$ cat config.mk
export PLATFORM = sky130hd
export DESIGN_NAME = vga_timing_gen
export DESIGN_NICKNAME = d
export VERILOG_FILES = /design/src/rtl/vga_pkg.sv /design/src/rtl/vga_delay_line.sv /design/src/rtl/vga_timing_gen.sv
export SDC_FILE = /design/constraint.sdc
export NUM_CORES = 1
export LEC_CHECK = 0
export BUFFER_PORTS_ARGS = -buffer_cell sky130_fd_sc_hd__buf_2
export CAP_MARGIN = 20
export CORE_ASPECT_RATIO = 0.7
export CORE_MARGIN = 2
export CORE_UTILIZATION = 40
export DETAILED_ROUTE_END_ITERATION = 12
export GPL_TIMING_DRIVEN = 0
export PLACE_DENSITY = 0.66
export SYNTH_ARGS = -nofsm -noshare
export SYNTH_HDL_FRONTEND = slang
export SYNTH_SLANG_ARGS = --single-unit
$ cat constraint.sdc
create_clock -name vga_clk -period 2.7 [get_ports vga_clk]
set_input_delay 0.27 -clock vga_clk [delete_from_list [all_inputs] [get_ports vga_clk]]
set_output_delay 0.27 -clock vga_clk [all_outputs]
set_load 0.05 [all_outputs]
$ cat src/rtl/vga_pkg.sv
// Shared 640x480@60 raster constants and colour helpers for the timing generator and renderers.
package vga_pkg;

  localparam int H_ACTIVE = 640;
  localparam int H_FP     = 16;
  localparam int H_SYNC   = 96;
  localparam int H_BP     = 48;
  localparam int H_TOTAL  = H_ACTIVE + H_FP + H_SYNC + H_BP;

  localparam int V_ACTIVE = 480;
  localparam int V_FP     = 10;
  localparam int V_SYNC   = 2;
  localparam int V_BP     = 33;
  localparam int V_TOTAL  = V_ACTIVE + V_FP + V_SYNC + V_BP;

  localparam int HS_START = H_ACTIVE + H_FP;
  localparam int HS_END   = HS_START + H_SYNC;
  localparam int VS_START = V_ACTIVE + V_FP;
  localparam int VS_END   = VS_START + V_SYNC;

  localparam int PIPE_LAT = 2;

  typedef logic [7:0] colour_t;

  typedef struct packed {
    logic [7:0] r;
    logic [7:0] g;
    logic [7:0] b;
  } rgb_t;

  // Bit replication keeps full-scale codes at 8'hFF and zero at 8'h00.
  function automatic rgb_t expand_colour(input colour_t c);
    rgb_t o;
    o.r = {c[7:5], c[7:5], c[7:6]};
    o.g = {c[4:2], c[4:2], c[4:3]};
    o.b = {c[1:0], c[1:0], c[1:0], c[1:0]};
    return o;
  endfunction

endpackage

$ cat src/rtl/vga_delay_line.sv
// Fixed-depth shift register that re-aligns raster control bits with the renderer pipeline.
module vga_delay_line
  import vga_pkg::*;
#(
  parameter int               WIDTH   = 3,
  parameter int               DEPTH   = PIPE_LAT,
  parameter logic [WIDTH-1:0] RST_VAL = '0
) (
  input  logic             clk_i,
  input  logic             rst_n_i,
  input  logic [WIDTH-1:0] d_i,
  output logic [WIDTH-1:0] q_o
);

  logic [WIDTH-1:0] stage_q [DEPTH];

  always_ff @(posedge clk_i or negedge rst_n_i) begin
    if (!rst_n_i) begin
      for (int i = 0; i < DEPTH; i++) stage_q[i] <= RST_VAL;
    end else begin
      stage_q[0] <= d_i;
      for (int i = 1; i < DEPTH; i++) stage_q[i] <= stage_q[i-1];
    end
  end

  assign q_o = stage_q[DEPTH-1];

endmodule

$ cat src/rtl/vga_timing_gen.sv
// Raster counters, sync decode, per-frame tick and blanked colour expansion toward the VGA DAC.
module vga_timing_gen
  import vga_pkg::*;
#(
  parameter int P_H_ACTIVE = H_ACTIVE,
  parameter int P_H_FP     = H_FP,
  parameter int P_H_SYNC   = H_SYNC,
  parameter int P_H_BP     = H_BP,
  parameter int P_V_ACTIVE = V_ACTIVE,
  parameter int P_V_FP     = V_FP,
  parameter int P_V_SYNC   = V_SYNC,
  parameter int P_V_BP     = V_BP,
  parameter int P_PIPE_LAT = PIPE_LAT
) (
  input  logic       vga_clk,
  input  logic       rst_n,
  input  colour_t    pixel_color,
  output logic [9:0] x,
  output logic [9:0] y,
  output logic       video_on,
  output logic       frame_tick,
  output logic       vga_hs,
  output logic       vga_vs,
  output logic       vga_blank_n,
  output logic       vga_sync_n,
  output logic [7:0] vga_r,
  output logic [7:0] vga_g,
  output logic [7:0] vga_b
);

  localparam int H_TOT = P_H_ACTIVE + P_H_FP + P_H_SYNC + P_H_BP;
  localparam int V_TOT = P_V_ACTIVE + P_V_FP + P_V_SYNC + P_V_BP;
  localparam int HS_S  = P_H_ACTIVE + P_H_FP;
  localparam int HS_E  = HS_S + P_H_SYNC;
  localparam int VS_S  = P_V_ACTIVE + P_V_FP;
  localparam int VS_E  = VS_S + P_V_SYNC;

  logic [9:0] h_cnt_q, h_cnt_d;
  logic [9:0] v_cnt_q, v_cnt_d;
  logic       h_last, v_last;

  assign h_last = (h_cnt_q == 10'(H_TOT - 1));
  assign v_last = (v_cnt_q == 10'(V_TOT - 1));

  always_comb begin
    h_cnt_d = h_cnt_q + 10'd1;
    v_cnt_d = v_cnt_q;
    if (h_last) begin
      h_cnt_d = '0;
      v_cnt_d = v_last ? '0 : v_cnt_q + 10'd1;
    end
  end

  always_ff @(posedge vga_clk or negedge rst_n) begin
    if (!rst_n) begin
      h_cnt_q <= '0;
      v_cnt_q <= '0;
    end else begin
      h_cnt_q <= h_cnt_d;
      v_cnt_q <= v_cnt_d;
    end
  end

  logic hs_raw_n, vs_raw_n;

  assign x        = h_cnt_q;
  assign y        = v_cnt_q;
  assign video_on = (h_cnt_q < 10'(P_H_ACTIVE)) && (v_cnt_q < 10'(P_V_ACTIVE));
  assign hs_raw_n = !((h_cnt_q >= 10'(HS_S)) && (h_cnt_q < 10'(HS_E)));
  assign vs_raw_n = !((v_cnt_q >= 10'(VS_S)) && (v_cnt_q < 10'(VS_E)));

  // Bit order {video_on, vs_n, hs_n}; reset value holds syncs idle-high and blanking active.
  logic [2:0] ctl_dly;

  vga_delay_line #(
    .WIDTH   (3),
    .DEPTH   (P_PIPE_LAT),
    .RST_VAL (3'b011)
  ) u_ctl_dly (
    .clk_i   (vga_clk),
    .rst_n_i (rst_n),
    .d_i     ({video_on, vs_raw_n, hs_raw_n}),
    .q_o     (ctl_dly)
  );

  logic hs_q, vs_q, blank_n_q, tick_q;
  rgb_t rgb_q, rgb_d;

  always_comb begin
    rgb_d = '0;
    if (ctl_dly[2]) rgb_d = expand_colour(pixel_color);
  end

  // Tick fires on the first clock of vertical blanking.
  always_ff @(posedge vga_clk or negedge rst_n) begin
    if (!rst_n) begin
      hs_q      <= 1'b1;
      vs_q      <= 1'b1;
      blank_n_q <= 1'b0;
      rgb_q     <= '0;
      tick_q    <= 1'b0;
    end else begin
      hs_q      <= ctl_dly[0];
      vs_q      <= ctl_dly[1];
      blank_n_q <= ctl_dly[2];
      rgb_q     <= rgb_d;
      tick_q    <= h_last && (v_cnt_q == 10'(P_V_ACTIVE - 1));
    end
  end

  assign vga_hs      = hs_q;
  assign vga_vs      = vs_q;
  assign vga_blank_n = blank_n_q;
  assign vga_sync_n  = 1'b0;
  assign vga_r       = rgb_q.r;
  assign vga_g       = rgb_q.g;
  assign vga_b       = rgb_q.b;
  assign frame_tick  = tick_q;

endmodule

# Word-level counts from Yosys, hierarchy flattened
# Index checks and enable logic that the tools add are counted.
[classes]
addsub = 2
mul = 0
div = 0
order_cmp = 6
eq_ne = 3
shifts = 0
mux = 3
bitwise_logic = 0
n_reduce_logical = 6
[op_table]
columns = ["op", "n"]
rows = [
  ["$mux 24", 1],
  ["$add 10x1->10 const B", 2],
  ["$eq 10x10->1 const B", 2],
  ["$lt 10x10->1 const B", 2],
  ["$lt 10x9->1 const B", 2],
  ["$mux 10", 2],
  ["$eq 10x9->1 const B", 1],
  ["$ge 10x10->1 const B", 1],
  ["$ge 10x9->1 const B", 1],
  ["$logic_and 1x1->1", 4],
  ["$logic_not 1->1", 2],
]
[totals]
register_bits = 54
latch_bits = 0
ramBits = 0
mem_bits_ro = 0
input_bits = 10
output_inout_bits = 50
elab_cells = 31
memories = 0

# Logic depth before layout (Yosys ltp)
[logic_depth]
ltp_word = 3
ltp_mapped = 6
ltp_nobuf = 6

# Modules after synthesis
# A second synthesis with hierarchy kept.
[unflattened]
hier_cells = 159
area_unflattened_um2 = 1715.4
[modules_own_cells]
columns = ["module", "n_inst", "cells_each", "area_per_inst_um2"]
rows = [
  ["vga_timing_gen", 1, 150, 1537.7],
  ["vga_delay_line", 1, 9, 177.7],
]

# Least setup slack after synthesis
# Ideal clock, no wire load.
[synth_path]
path_kind = "flip-flop to flip-flop"
from = "register h_cnt_q[5] (netlist: x[5])"
to = "register v_cnt_q[9] (netlist: y[9])"
setup_time_ns = 0.077
arrival_ns = 2.379
t_required_ns = 2.623
setup_slack_ns = 0.244
path_stages_with_launch = 7
path_buffers = 2
synth_period_minus_slack_ns = 2.456
cell_sequence = "dfrtp_1 or4b_1 clkbuf_2 or3_1 buf_2 or4_1 a21oi_1"
[synth_between]
elab_chain_len = 1
[synth_lines]
columns = ["item", "line_no", "source"]
rows = [
  ["start: declaration", "vga_timing_gen.sv:38", "logic [9:0] h_cnt_q, h_cnt_d;"],
  ["start signal: assignment", "vga_timing_gen.sv:59", "h_cnt_q <= h_cnt_d;"],
  ["$eq 10x10->1", "vga_timing_gen.sv:42", "assign h_last = (h_cnt_q == 10'(H_TOT - 1));"],
  ["end signal: assignment", "vga_timing_gen.sv:60", "v_cnt_q <= v_cnt_d;"],
  ["end: declaration", "vga_timing_gen.sv:39", "logic [9:0] v_cnt_q, v_cnt_d;"],
]
# No other way between the ends.
# A chain may end at the register's enable or synchronous reset.

# Final worst setup path
# Same ends and word-level chain as after synthesis.

==> impl_metrics.prom <==
# TYPE chip_impl_metric gauge
chip_impl_info{name="status",value="finished clean"} 1
chip_impl_metric{name="grt_antenna_before_repair",unit=""} 0
chip_impl_metric{name="timing.final.hold_violations",unit=""} 0
chip_impl_metric{name="reg2reg_setup_slack",unit="ns"} 0.33
chip_impl_metric{name="report.final.setup_viol",unit=""} 0
chip_impl_info{name="tritoncts",value="yes"} 1
chip_impl_metric{name="cp_data_arrival_time",unit="ns"} 2.58
chip_impl_info{name="synth_common_cells",value="sky130_fd_sc_hd__dfrtp_1, sky130_fd_sc_hd__buf_4, sky130_fd_sc_hd__nor2_1"} 1
chip_impl_metric{name="worst_hold_slack",unit="ns"} 0.07203
chip_impl_metric{name="total_power_divided_by_cell_area",unit="nW/µm²"} 549.3
chip_impl_metric{name="cts_inserted_buffers",unit=""} 5
chip_impl_metric{name="finalClockSkew",unit="ns"} 0.009923
chip_impl_metric{name="clock_insertion_delay_worst_skew",unit="ns"} 0.29
chip_impl_metric{name="cts-hold-fix-buffers",unit=""} 0
chip_impl_info{name="critical_path.top_delay_family",value="simple AND/OR/NAND/NOR gates"} 1
chip_impl_metric{name="drv.max_cap_violation_count",unit=""} 0
chip_impl_metric{name="grt_max_degree",unit=""} 39
chip_impl_metric{name="layout_setup_ws",unit="ns"} 0.3330
chip_impl_metric{name="synth_xor_xnor_area_share",unit="%"} 6.681
chip_impl_metric{name="global_route_wire_length_before_repair",unit="mm"} 5.513
chip_impl_metric{name="synth_fa_ha_area_share",unit="%"} 2.937
chip_impl_metric{name="post_drt_via_cell_ratio",unit=""} 4.868
chip_impl_metric{name="clock_sink_count",unit=""} 38
chip_impl_metric{name="layout-drive-gt1-share",unit="%"} 41.63
chip_impl_metric{name="post-place-ws",unit="ns"} 0.3728
chip_impl_metric{name="synth.ff_latch_count",unit=""} 38
chip_impl_metric{name="seqPwrFrac",unit="%"} 48.5
chip_impl_metric{name="worst-path-stages",unit=""} 6
chip_impl_info{name="largest_cells_by_area_after_synthesis",value="sky130_fd_sc_hd__dfrtp_1, sky130_fd_sc_hd__dfstp_2, sky130_fd_sc_hd__buf_4"} 1
chip_impl_info{name="reg2reg_to",value="y[9]"} 1
chip_impl_metric{name="clock_tree.buffer_depth",unit=""} 2
chip_impl_info{name="worst_hold_path_type",value="input pin to asynchronous set/reset pin"} 1
chip_impl_metric{name="synth_fp_nets",unit=""} 169
chip_impl_metric{name="p_leak",unit="nW"} 1.065
chip_impl_metric{name="power.ir.vdd_worst",unit="mV"} 0.4553
chip_impl_metric{name="portBuffers",unit=""} 58
chip_impl_info{name="timing.rr.start",value="x[5]"} 1
chip_impl_metric{name="synthDistinctLibCells",unit=""} 31
chip_impl_metric{name="io_pins",unit=""} 60
chip_impl_info{name="worst_setup_end_kind",value="register"} 1
chip_impl_metric{name="syn_to_final_growth",unit="%"} 27.68
chip_impl_metric{name="worstRegToRegCells",unit=""} 6
chip_impl_info{name="grt_setup_unrepaired",value="false"} 1
chip_impl_metric{name="max_freq",unit="GHz"} 0.4225
chip_impl_metric{name="p_total",unit="mW"} 1.195
chip_impl_metric{name="floorplan.core_area",unit="µm²"} 3994
chip_impl_metric{name="route.vias.total",unit=""} 1329
chip_impl_metric{name="internal_power",unit="mW"} 0.9115
chip_impl_metric{name="place_hpwl",unit="mm"} 2.416
chip_impl_metric{name="cp_num_buf_inv",unit=""} 2
chip_impl_metric{name="antennaDiodeCount",unit=""} 0
chip_impl_metric{name="dpl-instance-area",unit="µm²"} 2059
chip_impl_metric{name="yosysWarnings",unit=""} 0
chip_impl_metric{name="post_synthesis_cells",unit=""} 155
chip_impl_metric{name="synthesis.area",unit="µm²"} 1704
chip_impl_info{name="cell_type_with_the_largest_total_area_after_synthesis",value="sky130_fd_sc_hd__dfrtp_1"} 1
chip_impl_metric{name="detail_route.first_pass.iterations",unit=""} 4
chip_impl_info{name="timing.critical_path.cells",value="or4b_1, clkbuf_2, or3_1, buf_2, or4_1, a21oi_1"} 1
chip_impl_metric{name="critical_path.max_stage_delay",unit="ns"} 0.53
chip_impl_metric{name="number_of_flops_mapped_to_enable_cells_by_yosys",unit=""} 0
chip_impl_metric{name="place_congestion",unit=""} 0.7896
chip_impl_metric{name="grt_pass1_vias",unit=""} 1162
chip_impl_metric{name="overflow",unit=""} 0
chip_impl_info{name="cp_slowest_cell",value="sky130_fd_sc_hd__or4b_1"} 1
chip_impl_metric{name="multi_input_area",unit="µm²"} 585.6
chip_impl_metric{name="comb_power_share",unit="%"} 10.6
chip_impl_metric{name="synth_simple_gate_area_share",unit="%"} 21.07
chip_impl_info{name="timing.critical_path.from",value="x[5]"} 1
chip_impl_info{name="synthMostInstantiatedCell",value="sky130_fd_sc_hd__dfrtp_1"} 1
chip_impl_metric{name="avgRoutedWirePerCell",unit="µm"} 12.25
chip_impl_metric{name="post_synthesis_average_cell_area",unit="µm²"} 10.99
chip_impl_info{name="endpoint",value="y[9]"} 1
chip_impl_metric{name="htreeDepth",unit=""} 2
chip_impl_metric{name="grt_util_all_layers",unit="%"} 15.31
chip_impl_metric{name="max-slew-margin-rel",unit="%"} 46.16
chip_impl_metric{name="switchingPower",unit="mW"} 0.2836
chip_impl_metric{name="synth-seq-area-share",unit="%"} 56.24
chip_impl_metric{name="cts_setup_buffers",unit=""} 0
chip_impl_metric{name="part_of_the_power_in_the_clock_network",unit="%"} 40.9
chip_impl_metric{name="rows",unit=""} 19
chip_impl_metric{name="initialDrtViolationCount",unit=""} 43
chip_impl_info{name="combinational_family_with_the_most_area_after_synthesis",value="simple AND/OR/NAND/NOR gates"} 1
chip_impl_metric{name="synth-compound-area-share",unit="%"} 3.451
chip_impl_metric{name="final-max-slew-violation-count",unit=""} 0
chip_impl_metric{name="antenna_violating_nets_post_route",unit=""} 0
chip_impl_info{name="clock_tree.root_cell",value="sky130_fd_sc_hd__clkbuf_8"} 1
chip_impl_metric{name="synthDominantCellAreaShare",unit="%"} 46.99
chip_impl_metric{name="fin_crit_sh",unit="%"} 87.67
chip_impl_info{name="timing.critical_path.from_type",value="register"} 1
chip_impl_metric{name="die_height",unit="µm"} 58.61
chip_impl_info{name="dominantRegCellSynth",value="sky130_fd_sc_hd__dfrtp_1"} 1
chip_impl_metric{name="p_sw_share",unit="%"} 23.73
chip_impl_metric{name="required",unit="ns"} 2.92
chip_impl_metric{name="critPathMaxFanout",unit=""} 7
chip_impl_metric{name="post-route-drc-count",unit=""} 0
chip_impl_metric{name="synth-async-reset-ratio",unit="%"} 100.0
chip_impl_metric{name="synth.mux.area_fraction",unit="%"} 0
chip_impl_metric{name="max_slew.worst_pin.slew",unit="ns"} 0.8076
chip_impl_metric{name="clkSlewWorstSetupHoldPaths",unit="ns"} 0.07
chip_impl_metric{name="register_area",unit="µm²"} 958.4
chip_impl_info{name="worstSetupPathType",value="register to register"} 1
chip_impl_metric{name="postCtsResizedCells",unit=""} 0
chip_impl_metric{name="finalCriticalPeriod",unit="ns"} 2.367
chip_impl_metric{name="fill_cells",unit=""} 361
chip_impl_metric{name="start_util",unit="%"} 42.67
chip_impl_metric{name="post_route_setup_tns",unit="ns"} 0
chip_impl_metric{name="final_net_count",unit=""} 234
chip_impl_metric{name="dieArea",unit="µm²"} 4807
chip_impl_metric{name="post-route-cell-area",unit="µm²"} 2176
chip_impl_metric{name="routed_wl",unit="mm"} 3.344
chip_impl_metric{name="fp.dieW",unit="µm"} 82.02
logic make-up after synthesis:
family | after synthesis
flops | 38
buf+inv | 25
xor+xnor | 13
compound gates | 9
other cells | 1
simple gates | 65
fa+ha+maj | 4
worst reg2reg max path: cells and delay by family (launching register included):
kind / cells / cell delay [ns]
buffers and inverters: 2 / 0.34
DFF: 1 / 0.46
and+or+nand+nor: 3 / 1.35
AOI/OAI and AO/OA: 1 / 0.15
power groups by stage:
| stage | Sequential [mW] | Clock [mW] | Combinational, mW |
|---|---|---|---|
| global route | 0.580 | 0.535 | 0.135 |
| floorplan | 0.612 | 0 | 0.0712 |
| finish | 0.580 | 0.489 | 0.126 |
| global placement | 0.590 | 0 | 0.127 |
| detailed placement | 0.591 | 0 | 0.128 |
| CTS | 0.580 | 0.503 | 0.128 |
final cells by class:
type | count | area share [%]
flip-flops and latches | 38 | 44.05
multi-input cells | 92 | 26.91
repair buffers | 58 | 13.34
plain buffers | 19 | 6.325
clock buffers | 7 | 3.968
well taps | 52 | 2.990
clock inverters | 1 | 1.380
inverters | 6 | 1.035
placed cells by master, fill, tap and decap left out, types with 4 or more instances in the layout:
| cell type | netlist | final |
|---|---|---|
| sky130_fd_sc_hd__buf_2 | 1 | 59 |
| sky130_fd_sc_hd__dfrtp_1 | 32 | 32 |
| sky130_fd_sc_hd__buf_4 | 17 | 17 |
| sky130_fd_sc_hd__nor2_1 | 12 | 12 |
| sky130_fd_sc_hd__nand3_1 | 11 | 11 |
| sky130_fd_sc_hd__and2_1 | 10 | 10 |
| sky130_fd_sc_hd__xnor2_1 | 7 | 7 |
| sky130_fd_sc_hd__inv_1 | 6 | 6 |
| sky130_fd_sc_hd__nand4_1 | 6 | 6 |
| sky130_fd_sc_hd__nand2_1 | 6 | 6 |
| sky130_fd_sc_hd__xor2_1 | 6 | 6 |
| sky130_fd_sc_hd__nor3_1 | 6 | 6 |
| sky130_fd_sc_hd__clkbuf_8 | 0 | 6 |
| sky130_fd_sc_hd__dfstp_2 | 6 | 6 |
| sky130_fd_sc_hd__nor4_1 | 5 | 5 |
| sky130_fd_sc_hd__ha_1 | 4 | 4 |
routing by layer:
layer  up-vias  track usage [%]  wire length (µm)
met2        67            22.76              1395
met4         0            5.000                27
li1        643                -                 -
met5         -                0                 0
met3         5            4.448               330
met1       614            21.68              1589
flip-flops by register name, summed over array words and instances (netlist names):
signal,cells
frame_tick,1
u_ctl_dly.q_o,3
u_ctl_dly.stage_q,3
vga_b,2
vga_blank_n,1
vga_g,3
vga_hs,1
vga_r,3
vga_vs,1
x,10
y,10
stage by stage:
stage                     util, %  std cells
final                       54.48        273
after global routing        54.48        273
after CTS                   54.48        273
after detailed placement    51.57        265
after global placement      51.57        265
after floorplan                 -        155
worst min path at each step:
stage / start / slack (ns) / cells after the start / to
6_report: rst_n / 0.07 / 1 / x[0]
3_5_place_dp: u_ctl_dly.stage_q[5] / 0.34 / 0 / u_ctl_dly.q_o[2]
3_3_place_gp: u_ctl_dly.stage_q[5] / 0.33 / 0 / u_ctl_dly.q_o[2]
4_1_cts: rst_n / 0.11 / 1 / y[4]
5_1_grt: rst_n / 0.14 / 1 / y[4]
2_1_floorplan: rst_n / -0.03 / 0 / frame_tick
Note: power is estimated with default switching activity, not from simulation.
